### config.mk
export PLATFORM = sky130hd
export DESIGN_NAME = sync_fifo_ctl
export DESIGN_NICKNAME = d
export VERILOG_FILES = /design/src/rtl/sync_fifo_ctl.sv
export SDC_FILE = /design/constraint.sdc
export NUM_CORES = 1
export LEC_CHECK = 0
export CORE_ASPECT_RATIO = 2
export CORE_MARGIN = 1.5
export CORE_UTILIZATION = 50
export DETAILED_ROUTE_END_ITERATION = 6
export GPL_TIMING_DRIVEN = 0
export PLACE_DENSITY_LB_ADDON = 0.05
export RECOVER_POWER = 25
export SLEW_MARGIN = 30
export SYNTH_ARGS = -nofsm -noshare
export SYNTH_HDL_FRONTEND = slang
export SYNTH_SLANG_ARGS = --single-unit
### constraint.sdc
create_clock -name clk -period 4.55 [get_ports clk]
set_input_delay 0.91 -clock clk [delete_from_list [all_inputs] [get_ports clk]]
set_output_delay 0.91 -clock clk [all_outputs]
set_load 0.005 [all_outputs]
### src/rtl/sync_fifo_ctl.sv
// Single-clock FIFO controller for any depth >= 2, with FWFT or registered read,
// sticky overflow/underflow flags and a high-water-mark monitor.
module sync_fifo_ctl #(
    parameter int WIDTH = 8,
    parameter int DEPTH = 8,
    parameter int CNTW  = $clog2(DEPTH + 1),
    parameter int FWFT  = 0
) (
    input  logic             clk,
    input  logic             rst,
    input  logic             wr_en,
    input  logic [WIDTH-1:0] wr_dat,
    input  logic             rd_en,
    output logic [WIDTH-1:0] rd_dat,
    output logic             rd_dat_vld,
    input  logic [CNTW-1:0]  cfg_afull,
    input  logic [CNTW-1:0]  cfg_aempty,
    input  logic             err_clr,
    output logic             full,
    output logic             empty,
    output logic             almost_full,
    output logic             almost_empty,
    output logic [CNTW-1:0]  fifo_num,
    output logic [CNTW-1:0]  high_water,
    output logic             ovf,
    output logic             unf
);

    localparam int PW = (DEPTH > 2) ? $clog2(DEPTH) : 1;
    localparam logic [PW-1:0]   PTR_LAST = PW'(DEPTH - 1);
    localparam logic [CNTW-1:0] NUM_MAX  = CNTW'(DEPTH);

    logic [WIDTH-1:0] mem [DEPTH];
    logic [PW-1:0]    wr_ptr;
    logic [PW-1:0]    rd_ptr;
    logic [CNTW-1:0]  num_q;
    logic [CNTW-1:0]  num_d;
    logic [CNTW-1:0]  hw_q;
    logic             ovf_q;
    logic             unf_q;
    logic             wr_acc;
    logic             rd_acc;

    // Wrap by compare so non-power-of-two depths never alias.
    function automatic logic [PW-1:0] ptr_inc(input logic [PW-1:0] p);
        return (p == PTR_LAST) ? '0 : p + 1'b1;
    endfunction

    assign full         = (num_q == NUM_MAX);
    assign empty        = (num_q == '0);
    assign almost_full  = (num_q >= cfg_afull);
    assign almost_empty = (num_q <= cfg_aempty);
    assign fifo_num     = num_q;
    assign high_water   = hw_q;
    assign ovf          = ovf_q;
    assign unf          = unf_q;

    assign wr_acc = wr_en & ~full;
    assign rd_acc = rd_en & ~empty;

    always_comb begin
        num_d = num_q;
        unique case ({wr_acc, rd_acc})
            2'b10:   num_d = num_q + 1'b1;
            2'b01:   num_d = num_q - 1'b1;
            default: num_d = num_q;
        endcase
    end

    always_ff @(posedge clk) begin
        if (rst) begin
            wr_ptr <= '0;
            rd_ptr <= '0;
            num_q  <= '0;
            hw_q   <= '0;
            ovf_q  <= 1'b0;
            unf_q  <= 1'b0;
        end else begin
            if (wr_acc) begin
                wr_ptr <= ptr_inc(wr_ptr);
            end
            if (rd_acc) begin
                rd_ptr <= ptr_inc(rd_ptr);
            end
            num_q <= num_d;
            // A set condition in the clear cycle must win.
            ovf_q <= (ovf_q & ~err_clr) | (wr_en & full);
            unf_q <= (unf_q & ~err_clr) | (rd_en & empty);
            if (err_clr || (num_d > hw_q)) begin
                hw_q <= num_d;
            end
        end
    end

    always_ff @(posedge clk) begin
        if (wr_acc && !rst) begin
            mem[wr_ptr] <= wr_dat;
        end
    end

    generate
        if (FWFT != 0) begin : g_fwft
            assign rd_dat     = empty ? '0 : mem[rd_ptr];
            assign rd_dat_vld = ~empty;
        end else begin : g_std
            logic [WIDTH-1:0] dat_q;
            logic             vld_q;

            always_ff @(posedge clk) begin
                if (rst) begin
                    dat_q <= '0;
                    vld_q <= 1'b0;
                end else begin
                    vld_q <= rd_acc;
                    if (rd_acc) begin
                        dat_q <= mem[rd_ptr];
                    end
                end
            end

            assign rd_dat     = dat_q;
            assign rd_dat_vld = vld_q;
        end
    endgenerate

endmodule

==> results.json, run 1 <==
{
  "powerDensity_nw_per_um2": 571,
  "fin_nets": 355,
  "yosys.area.top_type": "edfxtp_1",
  "relSlewSlack_pct": 37.5,
  "power.share.clock_pct": 29.4,
  "final_cell_mix": "edfxtp_1 (64), clkdlybuf4s50_1 (35), nor2_1 (31), dfxtp_1 (25), ha_1 (18)",
  "p_sw_uw": 769,
  "synth-seq-cells": 89,
  "yosysSeqAreaShare_pct": 63.3,
  "yosys_warnings": 0,
  "htreeDepth": 3,
  "path_class": "in2reg",
  "cp.required_ps": 4760,
  "finalCritPeriodShare_pct": 89.9,
  "finalHoldViolations": 0,
  "startpoint": "rd_en",
  "rows": 45,
  "clock-sinks": 89,
  "io-pin-count": 44,
  "hp-start": "rd_dat[6]",
  "whs_path_depth": 2,
  "synth_area_leaders": "edfxtp_1 (50%), dfxtp_1 (13%), mux4_2 (9.4%), ha_1 (5.9%), mux2i_1 (3.1%)",
  "r2r_start": "fifo_num[1]",
  "chipWidth_microns": 64.9,
  "finalSetupTns_ps": 0,
  "final_common_cell": "edfxtp_1",
  "place.gp.congestion": 0.750,
  "hold_path_class": "reg2reg",
  "firstDrtPassIters": 4,
  "ff2ff_path_depth": 17,
  "holdBufCountCts": 0,
  "dp_hpwl_microns": 5040,
  "r2r_end": "high_water[0]",
  "worstMarginPinSlew_ps": 934,
  "fin_cells": 415,
  "holdPathEnd": "rd_dat[6]",
  "cp_slowest_cell": "clkdlybuf4s50_1",
  "die_h_microns": 127,
  "ys.flop_type": "edfxtp_1",
  "post_dp_cell_area_sq_um": 4370,
  "cts_resized": 0,
  "post_cts_buffers": 0,
  "p_comb_share_pct": 32.6,
  "drt-initial-drc-count": 102,
  "antenna_found_initial": 0,
  "worst_clock_skew_ps": 7.92,
  "ys_types": 35,
  "finalSetupViolations": 0,
  "cp-end-kind": "flop",
  "initial_core_util_pct": 51.1,
  "regToRegSetupSlack_ps": 820,
  "drive_above_1_share_pct": 13.7,
  "cap_violations": 0,
  "drv_slew": 0,
  "clock-root-buffer": "clkbuf_16",
  "vias_per_cell": 5.40,
  "worstPathCellList": "clkdlybuf4s50_1 > or2b_4 > inv_2 > buf_2 > buf_2 > ha_1 > nor2b_1 > mux2i_1 > xor2_1 > inv_1 > ha_1 > nand2_1 > o21ai_1 > a21o_1 > mux2i_1 > nor2_1",
  "dp_cells": 399,
  "die-area_sq_um": 8220,
  "seqPwrFrac_pct": 38.1,
  "postRouteAntennaNets": 0,
  "post-synth-top-area-fraction_pct": 50.2,
  "internal_power_uw": 1910,
  "crit_fanout": 10,
  "arrival_ps": 4300,
  "design_area_sq_um": 4700,
  "period_needed_ps": 4090,
  "grt_pass1_wl_microns": 11700,
  "ctsLongestPathBuffers": 2,
  "vdd_drop_max_v": 0.000408,
  "grt_max_degree": 16,
  "syn_inst": 263,
  "cts_buffers": 9,
  "p_sw_share_pct": 28.7,
  "start_kind": "input port",
  "wl_per_cell_microns": 17.7,
  "grt_overflow_total": 0,
  "num_vias": 2243,
  "io_buffer_count": 42,
  "path_clk_slew_ps": 60,
  "grt_pass1_vias": 2311,
  "ys_async_sr_fraction_pct": 0,
  "n_antenna_cell": 0,
  "rsz0062_at_grt": "false",
  "status": "completed",
  "drcViolationCount": 0,
  "max_stage_delay_ps": 520,
  "synthToLayoutAreaGrowth_pct": 22.8,
  "design.core.area_sq_um": 7490,
  "postSynthNetCount": 302,
  "syn_avg_cell_area_sq_um": 14.5,
  "cts_tree": "built",
  "synth_area_sq_um": 3830,
  "p_leak_uw": 0.00170,
  "wirelength_microns": 7330,
  "clk_latency_ps": 340,
  "synth_edf_count": 64,
  "timing.fmax_ghz": 0.244,
  "track_usage_pct": 20.0
}
==> cell type report <==
| type | count | area (sq um) |
|---|---|---|
| clock buffers | 12 | 246 |
| well taps | 94 | 118 |
| inverters | 17 | 63.8 |
| flip-flops and latches | 89 | 2420 |
| fillers | 576 | 2790 |
| clock inverters | 4 | 77.6 |
| repair buffers | 42 | 420 |
| multi-input cells | 145 | 1300 |
| plain buffers | 12 | 52.6 |
==> synth_stat cells (2+ instances only) <==
cell type  count
ha_1          18
nor3_1         5
a21o_1         2
a211oi_1       9
buf_2          6
dfxtp_1       25
xnor2_1        3
a22oi_1        3
mux2i_1       12
a21oi_1       10
buf_1          3
nand2_1        7
edfxtp_1      64
o21ai_0        3
xor2_1         2
nand2b_1       6
mux4_2        16
nor2b_1        5
inv_1         16
clkbuf_1       3
nor2_1        31
==> state kept, by name, indices dropped and copies added, names as in the netlist <==
signal	count
mem	64
rd_dat	8
fifo_num	4
high_water	4
rd_ptr	3
wr_ptr	3
ovf	1
rd_dat_vld	1
unf	1
==> per-stage QoR <==
| stage | setup slack [ps] | total power (uW) | hold slack (ps) | util (%) |
|---|---|---|---|---|
| after floorplan | 1130 | 1600 | 494 | - |
| after global placement | 177 | 1890 | 486 | 58.3 |
| after detailed placement | 101 | 1920 | 492 | 58.4 |
| after CTS | 409 | 2710 | 500 | 62.7 |
| after global routing | 159 | 2840 | 513 | 62.7 |
| final | 459 | 2680 | 497 | 62.7 |
==> worst max-delay path, delay by kind of cell <==
| family | cells | cell delay, ps |
|---|---|---|
| AND/OR/NAND/NOR | 4 | 570 |
| XOR/XNOR | 1 | 250 |
| AO/OA/AOI/OAI | 2 | 400 |
| adder cells (fa/ha/maj) | 2 | 650 |
| buffers and inverters | 5 | 1200 |
| multiplexers | 2 | 320 |
==> power groups by stage <==
stage / Sequential [uW] / Combinational (uW) / Clock, uW
6_report: 1020 / 874 / 787
5_1_grt: 1030 / 979 / 833
4_1_cts: 1020 / 890 / 802
3_5_place_dp: 1040 / 881 / 0
3_3_place_gp: 1040 / 859 / 0
2_1_floorplan: 1030 / 572 / 0
==> per-layer routing <==
metal	part of all wire, %	track usage [%]
met1	41	24.3
met2	54	33.7
met3	3.2	4.52
met4	2.1	8.64
met5	0	0
==> how the worst max path moves through the flow <==
stage / slack, ps / depth (start not counted) / to
final: 460 / 16 / high_water[0]
after global routing: 160 / 16 / high_water[0]
after CTS: 410 / 16 / high_water[0]
after detailed placement: 100 / 16 / high_water[0]
after global placement: 180 / 16 / high_water[1]
after floorplan: 1130 / 15 / high_water[0]
==> kinds of logic (layout without fill, tap and decap cells) <==
logic type	count (synthesis)	in the layout	share of synthesized area, %
XOR/XNOR	5	5	1.14
multiplexers	29	29	12.9
adder cells (fa/ha/maj)	18	18	5.89
flip-flops	89	89	63.3
buffers and inverters	29	87	3.04
AO/OA/AOI/OAI	31	31	5.59
AND/OR/NAND/NOR	62	62	8.18
(Power assumes the default switching activity.)
==> run 2, diff against run 1 <==
--- a/config.mk
+++ b/config.mk
@@ -7,7 +7,7 @@
 export LEC_CHECK = 0
 export CORE_ASPECT_RATIO = 2
 export CORE_MARGIN = 1.5
-export CORE_UTILIZATION = 50
+export CORE_UTILIZATION = 55
 export DETAILED_ROUTE_END_ITERATION = 6
 export GPL_TIMING_DRIVEN = 0
 export PLACE_DENSITY_LB_ADDON = 0.05
==> run 2 against run 1 <==
Compared with the run above:
- sequential share of layout area up 0.67 points
- non-clock buffer count unchanged
- critical path depth unchanged
- final cell count down 1.4%
- via count up 1.2%
- fmax up 2.4%
- die area down 8.8%
- core utilization up 6.8 points
- design area down 1.3%
- clock power down 16%
- largest power group unchanged
==> results.json, run 2 (synthesis results as in run 1) <==
{
  "htreeDepth": 3,
  "cts_resized": 0,
  "fin_nets": 355,
  "r2r_end": "high_water[1]",
  "grt_pass1_wl_microns": 11000,
  "dp_hpwl_microns": 5260,
  "die_h_microns": 121,
  "arrival_ps": 4200,
  "hold_path_class": "reg2reg",
  "holdPathEnd": "rd_dat[6]",
  "seqPwrFrac_pct": 40.2,
  "drive_above_1_share_pct": 14.0,
  "p_sw_uw": 765,
  "clock-root-buffer": "clkbuf_16",
  "worstMarginPinSlew_ps": 920,
  "startpoint": "rd_en",
  "rows": 42,
  "start_kind": "input port",
  "design.core.area_sq_um": 6670,
  "antenna_found_initial": 0,
  "post_cts_buffers": 0,
  "p_leak_uw": 0.00167,
  "fin_util_pct": 69.5,
  "crit_fanout": 10,
  "grt_overflow_total": 0,
  "regToRegSetupSlack_ps": 900,
  "drt-initial-drc-count": 74,
  "met2WireLength_microns": 4160,
  "clock-sinks": 89,
  "n_antenna_cell": 0,
  "power.share.clock_pct": 26.0,
  "status": "completed",
  "finalHoldViolations": 0,
  "rsz0062_at_grt": "false",
  "cts_tree": "built",
  "relSlewSlack_pct": 38.4,
  "chipWidth_microns": 62.0,
  "drv_slew": 0,
  "final_common_cell": "edfxtp_1",
  "finalSetupTns_ps": 0,
  "p_sw_share_pct": 30.0,
  "timing.fmax_ghz": 0.250,
  "cp-end-kind": "flop",
  "hp-start": "rd_dat[6]",
  "path_class": "in2reg",
  "path_clk_slew_ps": 60,
  "place.gp.congestion": 0.780,
  "io_buffer_count": 42,
  "grt_pass1_vias": 2240,
  "wl_per_cell_microns": 17.4,
  "vias_per_cell": 5.55,
  "initial_core_util_pct": 57.3,
  "vdd_drop_max_v": 0.000320,
  "grt_max_degree": 16,
  "die-area_sq_um": 7500,
  "drcViolationCount": 0,
  "cp_top_family": "buffers and inverters",
  "io-pin-count": 44,
  "max_stage_delay_ps": 520,
  "largest_reg_flops": 64,
  "powerDensity_nw_per_um2": 549,
  "worst_clock_skew_ps": 6.66,
  "synthToLayoutAreaGrowth_pct": 21.2,
  "wirelength_microns": 7110,
  "postRouteAntennaNets": 0,
  "finalHoldWorstSlack_ps": 500,
  "met3_length_microns": 198,
  "ctsLongestPathBuffers": 2,
  "finalSetupViolations": 0,
  "cp_num_buf_inv": 5,
  "ff2ff_path_depth": 17,
  "cp.required_ps": 4760,
  "num_vias": 2271,
  "period_needed_ps": 3990,
  "cap_violations": 0,
  "power.total_uw": 2550,
  "top_layer": "met4",
  "p_comb_share_pct": 33.8,
  "final_cell_mix": "edfxtp_1 (64), clkdlybuf4s50_1 (36), nor2_1 (31), dfxtp_1 (25), ha_1 (18)",
  "finalCritPeriodShare_pct": 87.8,
  "track_usage_pct": 21.2,
  "whs_path_depth": 2,
  "cts_buffers": 9,
  "clk_latency_ps": 330,
  "holdBufCountCts": 0,
  "cp_slowest_cell": "clkdlybuf4s50_1",
  "wl_met1_microns": 2670,
  "internal_power_uw": 1780,
  "firstDrtPassIters": 4,
  "cp_num_cells": 16,
  "worstPathCellList": "clkdlybuf4s50_1 > or2b_4 > inv_2 > buf_2 > buf_2 > ha_1 > nor2_1 > mux2i_1 > xor2_1 > inv_1 > ha_1 > nand2_1 > o21ai_1 > a21o_1 > mux2i_1 > nor2_1",
  "largest-register": "mem",
  "r2r_start": "fifo_num[1]"
}
[run 2: worst max-delay path by stage]
| stage | to | slack (ps) |
|---|---|---|
| 2_1_floorplan | high_water[0] | 1130 |
| 3_3_place_gp | high_water[1] | 220 |
| 3_5_place_dp | high_water[1] | 180 |
| 4_1_cts | high_water[1] | 540 |
| 5_1_grt | high_water[1] | 310 |
| 6_report | high_water[1] | 560 |
[run 2: power groups by stage]
stage | Sequential, uW | Clock (uW) | Combinational (uW)
6_report | 1020 | 663 | 861
5_1_grt | 1030 | 702 | 962
4_1_cts | 1030 | 674 | 880
3_5_place_dp | 1040 | 0 | 878
3_3_place_gp | 1040 | 0 | 858
2_1_floorplan | 1030 | 0 | 572
[run 2: layout make-up]
type                            instances  area, sq um
Buffer                                 12         52.6
Clock buffer                           10          229
Clock inverter                          6         42.5
Fill cell                             497         2040
Inverter                               17         63.8
Multi-Input combinational cell        145         1300
Sequential cell                        89         2420
Tap cell                               88          110
Timing Repair Buffer                   42          420
[run 2: layer usage]
layer  GRT usage, %  vias to the layer above
met2           38.5                       53
met4           7.58                        0
li1               -                     1085
met1           22.7                     1126
met5              0                        -
met3           4.48                        7
[run 2: worst min-delay path: stages (launching register included)]
cell	delay, ps
dfxtp_1	310
nor2_1	100
a211oi_1	50
[run 2: per-stage QoR]
step / cells / area, sq um / setup WS [ps]
2_1_floorplan: 263 / 3830 / 1130
3_3_place_gp: 393 / 4360 / 220
3_5_place_dp: 393 / 4370 / 181
4_1_cts: 409 / 4640 / 536
5_1_grt: 409 / 4640 / 313
6_report: 409 / 4640 / 555
